**src/rtl/mmio_timer_if.sv**
```systemverilog
// Data-memory port bundle shared by the CPU and memory-mapped responders.
// The CPU drives the access; the responder returns same-cycle read data and a hit flag.
interface mmio_timer_if;
   logic [3:0]  READ_WRITE_EN;
   logic [31:0] ADDRESS;
   logic [31:0] WRITEDATA;
   logic [31:0] READDATA;
   logic        HIT;

   modport master (
      output READ_WRITE_EN,
      output ADDRESS,
      output WRITEDATA,
      input  READDATA,
      input  HIT
   );

   modport slave (
      input  READ_WRITE_EN,
      input  ADDRESS,
      input  WRITEDATA,
      output READDATA,
      output HIT
   );
endinterface

```
**src/rtl/mmio_timer.sv**
```systemverilog
// Memory-mapped prescaled 32-bit timer with compare match, sticky status and interrupt.
// Four word registers in a 16-byte window: CTRL, COUNT, COMPARE, STATUS.
module mmio_timer #(
   parameter logic [31:0] BASE_ADDR = 32'h0000_0400
) (
   input  logic         CLK,
   input  logic         RESET,
   mmio_timer_if.slave  bus,
   output logic         IRQ
);

   logic        en_reg, en_next;
   logic        auto_reload_reg, auto_reload_next;
   logic        irq_en_reg, irq_en_next;
   logic [7:0]  prescale_reg, prescale_next;
   logic [7:0]  pcnt_reg, pcnt_next;
   logic [31:0] count_reg, count_next;
   logic [31:0] compare_reg, compare_next;
   logic        match_reg, match_next;

   logic [31:0] offset;
   logic        op_ok;
   logic        hit;
   logic        wr_en;
   logic        rd_en;
   logic [1:0]  reg_idx;
   logic [3:0]  wr_sel;
   logic [31:0] reg_view [4];
   logic        tick;
   logic        is_match;

   // Offset is taken relative to the base so the window need not be 16-byte aligned.
   assign offset  = bus.ADDRESS - BASE_ADDR;
   assign op_ok   = (bus.READ_WRITE_EN[3] ^ bus.READ_WRITE_EN[2]) &&
                    (bus.READ_WRITE_EN[1:0] == 2'b10);
   assign hit     = op_ok && (bus.ADDRESS[1:0] == 2'b00) &&
                    (bus.ADDRESS >= BASE_ADDR) && (offset <= 32'd12);
   assign wr_en   = hit && bus.READ_WRITE_EN[3];
   assign rd_en   = hit && bus.READ_WRITE_EN[2];
   assign reg_idx = offset[3:2];

   assign reg_view[0] = {16'h0000, prescale_reg, 5'b00000, irq_en_reg, auto_reload_reg, en_reg};
   assign reg_view[1] = count_reg;
   assign reg_view[2] = compare_reg;
   assign reg_view[3] = {31'd0, match_reg};

   genvar gi;
   generate
      for (gi = 0; gi < 4; gi++) begin : g_wr_sel
         assign wr_sel[gi] = wr_en && (reg_idx == 2'(gi));
      end
   endgenerate

   assign bus.HIT      = hit;
   assign bus.READDATA = rd_en ? reg_view[reg_idx] : 32'd0;
   assign IRQ          = match_reg & irq_en_reg;

   assign tick     = en_reg && (pcnt_reg == prescale_reg);
   assign is_match = (count_reg == compare_reg);

   always_comb begin
      en_next          = en_reg;
      auto_reload_next = auto_reload_reg;
      irq_en_next      = irq_en_reg;
      prescale_next    = prescale_reg;
      pcnt_next        = pcnt_reg;
      count_next       = count_reg;
      compare_next     = compare_reg;
      match_next       = match_reg;

      if (en_reg) begin
         pcnt_next = tick ? 8'd0 : pcnt_reg + 8'd1;
      end

      // A COUNT write overrides the tick entirely, including its match check.
      if (wr_sel[1]) begin
         count_next = bus.WRITEDATA;
      end else if (tick) begin
         if (is_match) begin
            count_next = auto_reload_reg ? 32'd0 : count_reg + 32'd1;
         end else begin
            count_next = count_reg + 32'd1;
         end
      end

      // Clear first so a same-edge match set takes priority.
      if (wr_sel[3] && bus.WRITEDATA[0]) begin
         match_next = 1'b0;
      end
      if (!wr_sel[1] && tick && is_match) begin
         match_next = 1'b1;
      end

      if (wr_sel[0]) begin
         en_next          = bus.WRITEDATA[0];
         auto_reload_next = bus.WRITEDATA[1];
         irq_en_next      = bus.WRITEDATA[2];
         prescale_next    = bus.WRITEDATA[15:8];
         pcnt_next        = 8'd0;
      end

      if (wr_sel[2]) begin
         compare_next = bus.WRITEDATA;
      end
   end

   always_ff @(posedge CLK) begin
      if (RESET) begin
         en_reg          <= 1'b0;
         auto_reload_reg <= 1'b0;
         irq_en_reg      <= 1'b0;
         prescale_reg    <= 8'd0;
         pcnt_reg        <= 8'd0;
         count_reg       <= 32'd0;
         compare_reg     <= 32'd0;
         match_reg       <= 1'b0;
      end else begin
         en_reg          <= en_next;
         auto_reload_reg <= auto_reload_next;
         irq_en_reg      <= irq_en_next;
         prescale_reg    <= prescale_next;
         pcnt_reg        <= pcnt_next;
         count_reg       <= count_next;
         compare_reg     <= compare_next;
         match_reg       <= match_next;
      end
   end

endmodule

```
**src/flat_wrapper.sv**
```systemverilog
// flat-port wrapper written by rule: the top's interface ports become plain ports
module mmio_timer_flat 
#(
   parameter logic [31:0] BASE_ADDR = 32'h0000_0400
)
  (CLK, RESET, IRQ, bus_READ_WRITE_EN, bus_ADDRESS, bus_WRITEDATA, bus_READDATA, bus_HIT);
  mmio_timer_if bus_i ();
  input  logic CLK;
  input  logic RESET;
  output logic IRQ;
  input wire logic [$bits(bus_i.READ_WRITE_EN)-1:0] bus_READ_WRITE_EN;
  input wire logic [$bits(bus_i.ADDRESS)-1:0] bus_ADDRESS;
  input wire logic [$bits(bus_i.WRITEDATA)-1:0] bus_WRITEDATA;
  output wire logic [$bits(bus_i.READDATA)-1:0] bus_READDATA;
  output wire logic [$bits(bus_i.HIT)-1:0] bus_HIT;
  assign bus_i.READ_WRITE_EN = bus_READ_WRITE_EN;
  assign bus_i.ADDRESS = bus_ADDRESS;
  assign bus_i.WRITEDATA = bus_WRITEDATA;
  assign bus_READDATA = bus_i.READDATA;
  assign bus_HIT = bus_i.HIT;
  mmio_timer #(.BASE_ADDR(BASE_ADDR)) u_core (.CLK(CLK), .RESET(RESET), .bus(bus_i), .IRQ(IRQ));
endmodule
```
**config.mk**
```make
export PLATFORM = sky130hd
export DESIGN_NAME = mmio_timer_flat
export DESIGN_NICKNAME = d
export VERILOG_FILES = /design/src/rtl/mmio_timer_if.sv /design/src/rtl/mmio_timer.sv /design/src/flat_wrapper.sv
export SDC_FILE = /design/constraint.sdc
export NUM_CORES = 1
export LEC_CHECK = 0
export BUFFER_PORTS_ARGS = -buffer_cell sky130_fd_sc_hd__buf_4
export CORE_MARGIN = 8
export CORE_UTILIZATION = 39
export CTS_BUF_LIST = sky130_fd_sc_hd__clkbuf_4 sky130_fd_sc_hd__clkbuf_8
export DETAILED_ROUTE_END_ITERATION = 12
export GPL_TIMING_DRIVEN = 0
export PLACE_DENSITY = 0.72
export SETUP_SLACK_MARGIN = 0.15
export SLEW_MARGIN = 20
export SYNTH_ARGS = -nofsm -noshare
export SYNTH_HDL_FRONTEND = slang
export SYNTH_SLANG_ARGS = --single-unit
```
**constraint.sdc**
```tcl
create_clock -name CLK -period 5.94 [get_ports CLK]
set_input_delay 0.594 -clock CLK [delete_from_list [all_inputs] [get_ports CLK]]
set_output_delay 0.594 -clock CLK [all_outputs]
set_load 0.05 [all_outputs]
```
# After elaboration in Yosys (flattened, before gate mapping)
# Cells that the tools add are included.
# word_totals
reg_bits,84
inputBits,70
output_inout_bits,34
word_cells,54
# classes
add_sub_neg,3
magnitude_cmp,3
n_eq_ne,6
muxes,11
bitwise_logic,3
n_reduce_logical,20
# ops
op,count
2-to-1 mux 32 bit,7
binary-select mux 32 bit (select 2 bit),1
"adder 32 x 1 -> 32 bit, second input constant",1
== test 32 bit,1
"greater-or-equal comparator 32 x 11 -> 1 bit, second input constant",1
"less-or-equal comparator 32 x 4 -> 1 bit, second input constant",1
"subtractor 32 x 11 -> 32 bit, second input constant",1
logical AND 1 bit,14
"adder 8 x 1 -> 8 bit, second input constant",1
== test 8 bit,1
2-to-1 mux 8 bit,1
"== test 2 bit, second input constant",3
zero test 2 bit,2
nonzero test 2 bit,2
"greater-or-equal comparator 3 bit, second input constant",1
NOT 2 -> 3 bit,1
"== test 2 x 1 -> 1 bit, second input constant",1
2-to-1 mux 1 bit,2
OR reduction 2 bit,1
bitwise AND 1 bit,1
zero test 1 bit,1
XOR 1 bit,1

# Longest topological paths before layout
# Gate-level depths: netlist of the first run.
# logic_depth
ltp_word,11
depth_mapped,10

# Worst setup path before layout of the first run
# No wires, ideal clock.
# synth_timing
path_kind,input to output
from,in bus_ADDRESS[14]
to,out bus_READDATA[10]
arrival_time_ps,2967
setup_slack_ps,2379
stages,7
path_buffers,1
cell_sequence,nor4_2 nand2_1 o41ai_2 and3_1 nand2_1 clkbuf_1 nor2_1
# synth_between
elab_chain_len,5
elab_cells_between_ends,7
cone_classes,1 x add/sub; 2 x order compare; 1 x mux; 3 x reduce/logical
# synth_rtl
element,line,source
"start, declared",flat_wrapper.sv:12,input wire logic [$bits(bus_i.ADDRESS)-1:0] bus_ADDRESS;
subtractor 32 x 11 -> 32 bit or greater-or-equal comparator 32 x 11 -> 1 bit (tied branches),"mmio_timer.sv:33, mmio_timer.sv:37",
less-or-equal comparator 32 x 4 -> 1 bit or logical AND 1 bit (tied branches),"mmio_timer.sv:37, mmio_timer.sv:36",
logical AND 1 bit *,mmio_timer.sv:37,(bus.ADDRESS >= BASE_ADDR) && (offset <= 32'd12);
via bus_HIT,flat_wrapper.sv:15,output wire logic [$bits(bus_i.HIT)-1:0] bus_HIT;
logical AND 1 bit *,mmio_timer.sv:39,assign rd_en = hit && bus.READ_WRITE_EN[2];
2-to-1 mux 32 bit *,mmio_timer.sv:55,assign bus.READDATA = rd_en ? reg_view[reg_idx] : 32'd0;
"end, declared",flat_wrapper.sv:14,output wire logic [$bits(bus_i.READDATA)-1:0] bus_READDATA;
# Mark *: on every way through the listed nets, which the timed path passes. The rest lies on a longest branch.

# Final worst setup path of the first run
# layout_timing
from,in bus_ADDRESS[14]
to,out bus_READDATA[13]
# layout_between
elab_chain_len,5
elab_cells_between_ends,7
cone_classes,1 x add/sub; 2 x order compare; 1 x mux; 3 x reduce/logical
# layout_rtl
element,line
subtractor 32 x 11 -> 32 bit or greater-or-equal comparator 32 x 11 -> 1 bit (tied branches),"mmio_timer.sv:33, mmio_timer.sv:37"
less-or-equal comparator 32 x 4 -> 1 bit or logical AND 1 bit (tied branches),"mmio_timer.sv:37, mmio_timer.sv:36"
logical AND 1 bit *,mmio_timer.sv:37
logical AND 1 bit *,mmio_timer.sv:39
2-to-1 mux 32 bit *,mmio_timer.sv:55
# Every way passes the cells marked *; elsewhere a longest branch is shown, timed or not.

==> results of run 1 <==
==> worst max-delay path, delay by kind of cell <==
family	cells	cell delay, ps
buf+inv	3	640
compound gates	1	360
simple gates	5	1100
==> routing by layer <==
layer  wire length (um)  up-vias  GRT usage [%]
li1                   -     2781              -
met1               8048     2680          26.13
met2               8516      238          33.51
met3               1313       43          3.991
met4                574        0          9.607
met5                  0        -              0
==> synth_stat cells, types with 2 or more instances <==
master / count / area, um2
nor2_1: 96 / 360.4
or4_1: 3 / 22.52
xor2_1: 39 / 341.6
xnor2_1: 9 / 78.83
nand4_1: 16 / 100.1
inv_1: 7 / 26.28
a211oi_2: 18 / 225.2
a211oi_1: 7 / 52.55
buf_2: 15 / 75.07
a21oi_1: 72 / 360.4
nor4_1: 14 / 87.58
buf_1: 3 / 11.26
o21bai_1: 3 / 22.52
nand2_1: 124 / 465.5
and3_1: 6 / 37.54
o21ai_0: 29 / 145.1
ha_1: 2 / 25.02
nor3b_2: 2 / 25.02
or3b_1: 2 / 17.52
buf_4: 2 / 15.01
and4_1: 5 / 43.79
nor4b_1: 2 / 17.52
nor2b_1: 5 / 31.28
dfxtp_1: 84 / 1682
or3_1: 9 / 56.30
a22oi_1: 28 / 210.2
clkbuf_1: 36 / 135.1
nand4b_1: 2 / 17.52
nor3_2: 2 / 20.02
mux2i_1: 12 / 120.1
buf_6: 4 / 45.04
nand2b_1: 2 / 12.51
nand3_1: 16 / 80.08
a2bb2oi_1: 3 / 26.28
a21boi_0: 4 / 30.03
o21ai_1: 2 / 10.01
nor3_1: 32 / 160.2
==> through the flow <==
step	power [mW]	cells	util (%)	hold slack (ps)	area [um2]
3_3_place_gp	0.6991	1012	46.44	460.3	6346
6_report	1.118	1028	47.90	461.5	6546
2_1_floorplan	0.6376	730	-	439.6	5355
4_1_cts	1.121	1028	47.90	450.6	6546
3_5_place_dp	0.7004	1012	46.44	468.8	6346
5_1_grt	1.154	1028	47.90	463.1	6546
==> power groups by stage <==
stage	sequential [mW]	combinational [mW]	clock [mW]
3_3_place_gp	0.584	0.115	0
2_1_floorplan	0.583	0.0545	0
5_1_grt	0.572	0.126	0.456
3_5_place_dp	0.584	0.116	0
4_1_cts	0.571	0.117	0.433
6_report	0.571	0.118	0.429
==> final timing paths <==
| check | startpoint | end | slack (ps) | cells past startpoint |
|---|---|---|---|---|
| max | bus_ADDRESS[14] | bus_READDATA[13] | 2640 | 9 |
| min | bus_WRITEDATA[22] | u_core.compare_reg[22]$_SDFFE_PP0P_ | 460 | 3 |
| max reg2reg | u_core.count_reg[2]$_SDFFE_PP0P_ | u_core.count_reg[9]$_SDFFE_PP0P_ | 2820 | 9 |
| min reg2reg | u_core.compare_reg[30]$_SDFFE_PP0P_ | u_core.compare_reg[30]$_SDFFE_PP0P_ | 480 | 2 |
==> cell families after synthesis <==
group | after synthesis | synth area share (%)
flops | 84 | 31.40
fa+ha+maj | 2 | 0.4672
compound gates | 169 | 20.77
xor+xnor | 49 | 8.154
mux | 13 | 2.664
buf+inv | 67 | 5.748
simple gates | 346 | 30.79
==> area by class of cell <==
| type | instances | share of cell area [%] |
|---|---|---|
| clock inverter | 7 | 1.166 |
| inverter | 7 | 0.4014 |
| tap | 180 | 3.440 |
| sequential | 84 | 25.69 |
| clock buffer | 9 | 1.892 |
| multi-input combinational | 579 | 51.41 |
| timing repair buffer | 102 | 11.70 |
| buffer | 60 | 4.300 |
==> flow_summary.rst, run 1 <==
.. list-table::
   :header-rows: 1

   * - Metric
     - Value
   * - Power density relative to cell area
     - 170.8 mW/mm2
   * - Critical path arrival
     - 2710 ps
   * - Maximum resistive drop on vdd
     - 0.08135 mV
   * - Synth unique cells
     - 50
   * - Antenna violations before repair
     - 0
   * - Top FF cell, synth
     - dfxtp_1
   * - Area of combinational cells with multiple inputs
     - 0.003366 mm2
   * - Setup Slack @ Placement
     - 2640 ps
   * - Critical path class
     - primary input to output port
   * - Post-route ant nets
     - 0
   * - Starting DRC count in detailed routing
     - 589
   * - Required time at the endpoint of the critical path
     - 5350 ps
   * - Post-synth EDFFs
     - 0
   * - Critical path endpoint category
     - output port
   * - Global route total overflow
     - 0
   * - Final nets
     - 915
   * - Worst clock skew
     - 13.00 ps
   * - Post-Synthesis Cells
     - 730
   * - CP Cell Sequence
     - buf_4 > nor4_2 > nand2_1 > o41ai_2 > and3_1 > nand2_1 > clkbuf_1 > nor2_1 > buf_4
   * - Number of top-level design ports
     - 104
   * - Status
     - completed
   * - Sw frac
     - 27.05%
   * - Detailed Route WL
     - 18450 um
   * - Final Max Slew Viols
     - 0
   * - Deepest level of the CTS H-tree
     - 3
   * - Average footprint of a synthesized cell
     - 7.336 um2
   * - Quantity of I/O buffers inserted on ports
     - 102
   * - Share of the clock period used by the worst path
     - 55.61%
   * - FILL cells
     - 1422
   * - Number of hold-slack violations in the final timing report
     - 0
   * - Clock Tree Buf Depth
     - 2
   * - Sw power
     - 0.3025 mW
   * - Register cell area after layout
     - 0.001682 mm2
   * - Crit-path slowest cell
     - o41ai_2
   * - Max_slew headroom
     - 30.03%
   * - Number of global-route vias before repair
     - 5512
   * - Die Outline Area
     - 0.01774 mm2
   * - Power share of the combinational group
     - 10.5%
   * - Core ar.
     - 0.01367 mm2
   * - Yosys Warn Count
     - 0
   * - Clock latency on the worst-skew pair
     - 390 ps
   * - Leakage
     - 2.536 nW
   * - Summed instance area of the synthesized netlist
     - 0.005355 mm2
   * - Buffer type at the clock tree root
     - clkbuf_8
   * - Actual transition at the worst max-transition pin
     - 1042 ps
   * - Largest fanout on the critical path
     - 10
   * - Startpoint type of the worst setup path
     - primary input
   * - Unrepaired setup endpoints after global routing
     - false
   * - Classification of the worst-slack hold path
     - primary input to register
   * - Fraction of final layout cells sized beyond drive strength 1
     - 20.05%
   * - Clock buffer count from CTS
     - 9
   * - Most common library cell in the layout ignoring fill and taps
     - nand2_1
   * - Internal power contribution
     - 0.8157 mW
   * - Number of buffers inserted by post-CTS setup repair
     - 0
   * - Max-cap viol count
     - 0
   * - Clock tree sinks
     - 84
   * - Height of the die
     - 133.2 um
   * - Placer Congestion
     - 0.9416
   * - Flop pwr share
     - 51.1%
   * - Post-synth ARST share
     - 0%
   * - PostCTS Resize Cnt
     - 0
   * - Pin count of the biggest net entering global routing
     - 16
   * - Synthesized Nets
     - 802
   * - Avg WL per Cell
     - 17.95 um
   * - Portion of the post-synthesis area used by sequential elements
     - 31.40%
   * - Ant. Diodes
     - 0
   * - Final period demand of the worst path
     - 3303 ps
   * - Worst path max stage delay
     - 360 ps
   * - Hold_buf cts
     - 0
   * - Vias post-DR
     - 5742
   * - Starting utilization of the core area
     - 39.19%
   * - Commonest cells after routing, fill and taps aside
     - nand2_1 (124), buf_4 (104), nor2_1 (96), dfxtp_1 (84), a21oi_1 (72)
   * - Die outline width
     - 133.2 um
   * - Number of cell rows
     - 43
   * - Clock slew at the register clock pins of the worst setup and hold paths
     - 90 ps
   * - Number of detailed-routing iterations run before antenna repair
     - 6
   * - Final TNS setup
     - 0 ps
   * - Count of endpoints failing setup in the final report
     - 0
   * - Total global routing track utilization
     - 20.74%
   * - First-pass GRT wire length
     - 29500 um
   * - Register bit count reported by yosys
     - 84
   * - Clock tree from TritonCTS
     - done
   * - Area growth syn-to-layout
     - 22.24%
   * - Post-detail-place hpwl
     - 14200 um
   * - Number of vias per cell
     - 5.586
   * - Final worst-path setup slack
     - 2637 ps
   * - Final routed DRC violation total
     - 0
   * - Clock network fraction of design power
     - 38.4%
   * - Achievable Freq
     - 302.7 MHz
No activity file was read; power rests on OpenSTA's default activity.
==> inputs of run 2 (changes only) <==
Settings changed: ABC_AREA from default to 1, PLACE_DENSITY 0.72 to 0.73.
Clock period 5.94 ns to 2.8 ns, I/O delays scaled along.
==> flow_summary.rst, run 2 <==
.. list-table::
   :header-rows: 1

   * - Metric
     - Value
   * - FILL cells
     - 1731
   * - Number of top-level design ports
     - 104
   * - Area growth syn-to-layout
     - 27.99%
   * - Top FF cell, synth
     - dfxtp_1
   * - Top sig layer
     - met4
   * - Max-cap viol count
     - 0
   * - Leakage
     - 3.416 nW
   * - Post-Synthesis Cells
     - 1079
   * - Flop pwr share
     - 52.0%
   * - Placer Congestion
     - 0.9749
   * - Clock buffer count from CTS
     - 9
   * - Internal power contribution
     - 1.668 mW
   * - M1 wire length
     - 10620 um
   * - Final worst-path setup slack
     - 183.3 ps
   * - Ant. Diodes
     - 0
   * - Total global routing track utilization
     - 22.12%
   * - Buffer type at the clock tree root
     - clkbuf_8
   * - Final period demand of the worst path
     - 2617 ps
   * - Post-route ant nets
     - 0
   * - Number of global-route vias before repair
     - 7078
   * - Most frequent cell after synthesis
     - nor2_1
   * - Most common library cell in the layout ignoring fill and taps
     - nor2_1
   * - Sw frac
     - 27.24%
   * - Global route total overflow
     - 0
   * - Final routed DRC violation total
     - 0
   * - Number of vias per cell
     - 5.260
   * - Fraction of final layout cells sized beyond drive strength 1
     - 20.13%
   * - Met2 Routed Length
     - 10800 um
   * - Synth unique cells
     - 41
   * - Startpoint type of the worst setup path
     - primary input
   * - Antenna violations before repair
     - 0
   * - Clock tree sinks
     - 84
   * - Hold wc startpoint
     - bus_WRITEDATA[4]
   * - Cell depth of the worst flop-to-flop path
     - 8
   * - Power density relative to cell area
     - 275.1 mW/mm2
   * - Average footprint of a synthesized cell
     - 6.036 um2
   * - Avg WL per Cell
     - 16.66 um
   * - Minimum setup slack among reg-to-reg paths
     - 310 ps
   * - Worst clock skew
     - 15.65 ps
   * - Final nets
     - 1274
   * - Summed instance area of the synthesized netlist
     - 0.006512 mm2
   * - Clock tree from TritonCTS
     - done
   * - Detailed Route WL
     - 23780 um
   * - Post-synth EDFFs
     - 0
   * - Clock network fraction of design power
     - 36.8%
   * - Status
     - completed
   * - Number of hold-slack violations in the final timing report
     - 0
   * - Achievable Freq
     - 382.2 MHz
   * - Synthesized Nets
     - 1151
   * - Reg-to-reg endpoint
     - u_core.count_reg[25]$_SDFFE_PP0P_
   * - Final TNS setup
     - 0 ps
   * - Reg-to-reg critical path startpoint
     - u_core.prescale_reg[0]$_SDFFE_PP0P_
   * - Clock Tree Buf Depth
     - 2
   * - Register bit count reported by yosys
     - 84
   * - Quantity of I/O buffers inserted on ports
     - 102
   * - End of the worst hold path
     - u_core.compare_reg[4]$_SDFFE_PP0P_
   * - Vias post-DR
     - 7506
   * - Required time at the endpoint of the critical path
     - 2520 ps
   * - Power share of the combinational group
     - 11.2%
   * - Critical path endpoint category
     - output port
   * - Commonest cells in the synthesized netlist
     - nor2_1 (251), nand2_1 (206), nand3_1 (124), dfxtp_1 (84), inv_1 (82)
   * - Post-detail-place hpwl
     - 18510 um
   * - Starting utilization of the core area
     - 39.55%
   * - Clock latency on the worst-skew pair
     - 400 ps
   * - Setup Slack @ Placement
     - -356.1 ps
   * - Starting DRC count in detailed routing
     - 652
   * - Pin count of the biggest net entering global routing
     - 14
   * - Share of the clock period used by the worst path
     - 93.45%
   * - Count of endpoints failing setup in the final report
     - 0
   * - Deepest level of the CTS H-tree
     - 3
   * - Yosys top cell area share
     - 25.82%
   * - Actual transition at the worst max-transition pin
     - 874.8 ps
   * - Post-synth ARST share
     - 0%
   * - Largest fanout on the critical path
     - 6
   * - Number of instances on the worst hold path
     - 3
   * - Portion of the post-synthesis area used by sequential elements
     - 25.82%
   * - Yosys Warn Count
     - 0
   * - Unrepaired setup endpoints after global routing
     - true
   * - Final Max Slew Viols
     - 0
   * - Core occupancy in the finished layout
     - 50.62%
   * - Routed wl met3
     - 1772 um
   * - Maximum resistive drop on vdd
     - 0.2914 mV
   * - Sw power
     - 0.6245 mW
   * - Critical path class
     - primary input to output port
   * - Number of detailed-routing iterations run before antenna repair
     - 5
   * - Die outline width
     - 145.2 um
   * - First-pass GRT wire length
     - 37630 um
   * - Number of cell rows
     - 47
   * - Biggest area contributors in the synthesized netlist
     - dfxtp_1 (26%), nor2_1 (14%), nand2_1 (12%)
   * - Commonest cells after routing, fill and taps aside
     - nor2_1 (227), nand2_1 (203), nand3_1 (121), dfxtp_1 (84), inv_1 (81)
   * - Core ar.
     - 0.01647 mm2
   * - Total power after layout
     - 2.293 mW
   * - Max_slew headroom
     - 41.19%
   * - Yosys top cell by area
     - dfxtp_1
   * - Critical path arrival
     - 2340 ps
   * - Height of the die
     - 145.2 um
   * - Classification of the worst-slack hold path
     - primary input to register
   * - Clock slew at the register clock pins of the worst setup and hold paths
     - 90 ps
   * - Die Outline Area
     - 0.02109 mm2
==> run 2: changes by cell type after synthesis, sizes merged, moves of 25 or more <==
cell | before | now
a21oi | 72 | 27
inv | 7 | 86
a211oi | 25 | 0
nor2 | 96 | 264
nand3 | 17 | 125
nand2 | 124 | 210
==> run 2: logic make-up after synthesis <==
| group | share of synthesized area (%) |
|---|---|
| adders and majority gates | 0.3842 |
| xor gates and xnor gates | 8.338 |
| buffers and inverters | 9.837 |
| and+or+nand+nor | 46.36 |
| DFF | 25.82 |
| AOI/OAI and AO/OA | 9.260 |
==> run 2: power by group through the flow <==
stage	Sequential (mW)	Clock (mW)	Combinational, mW
global route	1.19	0.912	0.277
floorplan	1.22	0	0.0992
finish	1.19	0.843	0.256
detailed placement	1.22	0	0.246
global placement	1.22	0	0.245
CTS	1.19	0.854	0.248
==> run 2: critical path: stages <==
cell and delay, ps:
buf_8 100, nor2_4 180, nand2_4 90, nor2_4 190, nand2_1 120, nand2_1 90
nand2_1 50, nor2_1 80, nand3_1 90, nor2_2 170, nand2_2 100, clkinvlp_4 130
nand2_8 100, clkbuf_16 190, a31oi_4 170, buf_6 180
==> run 2: final cells by class <==
class / instances / area, um2 / area share [%]
multi-input combinational: 839 / 4496 / 53.93
sequential: 84 / 1682 / 20.17
timing repair buffer: 112 / 979.7 / 11.75
buffer: 68 / 382.9 / 4.593
inverter: 88 / 337.8 / 4.053
tap: 220 / 275.3 / 3.302
clock buffer: 12 / 158.9 / 1.906
clock inverter: 4 / 23.77 / 0.2852
==> run 2: how the worst max path moves through the flow <==
| stage | from | depth (start not counted) | to | slack [ps] |
|---|---|---|---|---|
| final | bus_ADDRESS[11] | 16 | bus_READDATA[11] | 180 |
| after global routing | bus_ADDRESS[11] | 16 | bus_READDATA[11] | 40 |
| after CTS | bus_ADDRESS[16] | 16 | bus_READDATA[14] | 150 |
| after detailed placement | bus_ADDRESS[22] | 17 | bus_READDATA[5] | -360 |
| after global placement | bus_ADDRESS[22] | 17 | bus_READDATA[18] | -290 |
| after floorplan | bus_ADDRESS[12] | 14 | bus_READDATA[12] | 60 |
==> run 2: routing by layer <==
layer	up-vias	track usage (%)
met2	296	35.63
met1	3450	28.66
li1	3723	-
met4	0	6.871
met5	-	0
met3	37	5.224
==> run 2: through the flow <==
stage / std cells / hold WS [ps] / area (um2)
final: 1427 / 124.6 / 8335
after global routing: 1427 / 110.8 / 8335
after CTS: 1419 / 110.4 / 8100
after detailed placement: 1401 / 480.0 / 7762
after global placement: 1401 / 469.4 / 7762
after floorplan: 1079 / 414.9 / 6721
==> run 2: timing repair <==
| item | CTS | global route |
|---|---|---|
| pin swaps | 4 | 13 |
| resized for setup | 29 | 54 |
| setup endpoints to repair | 59 | 57 |
| setup buffers | 1 | 8 |
| hold buffers | 0 | 0 |
| hold endpoints to repair | 0 | 0 |
| gates cloned | 1 | 0 |
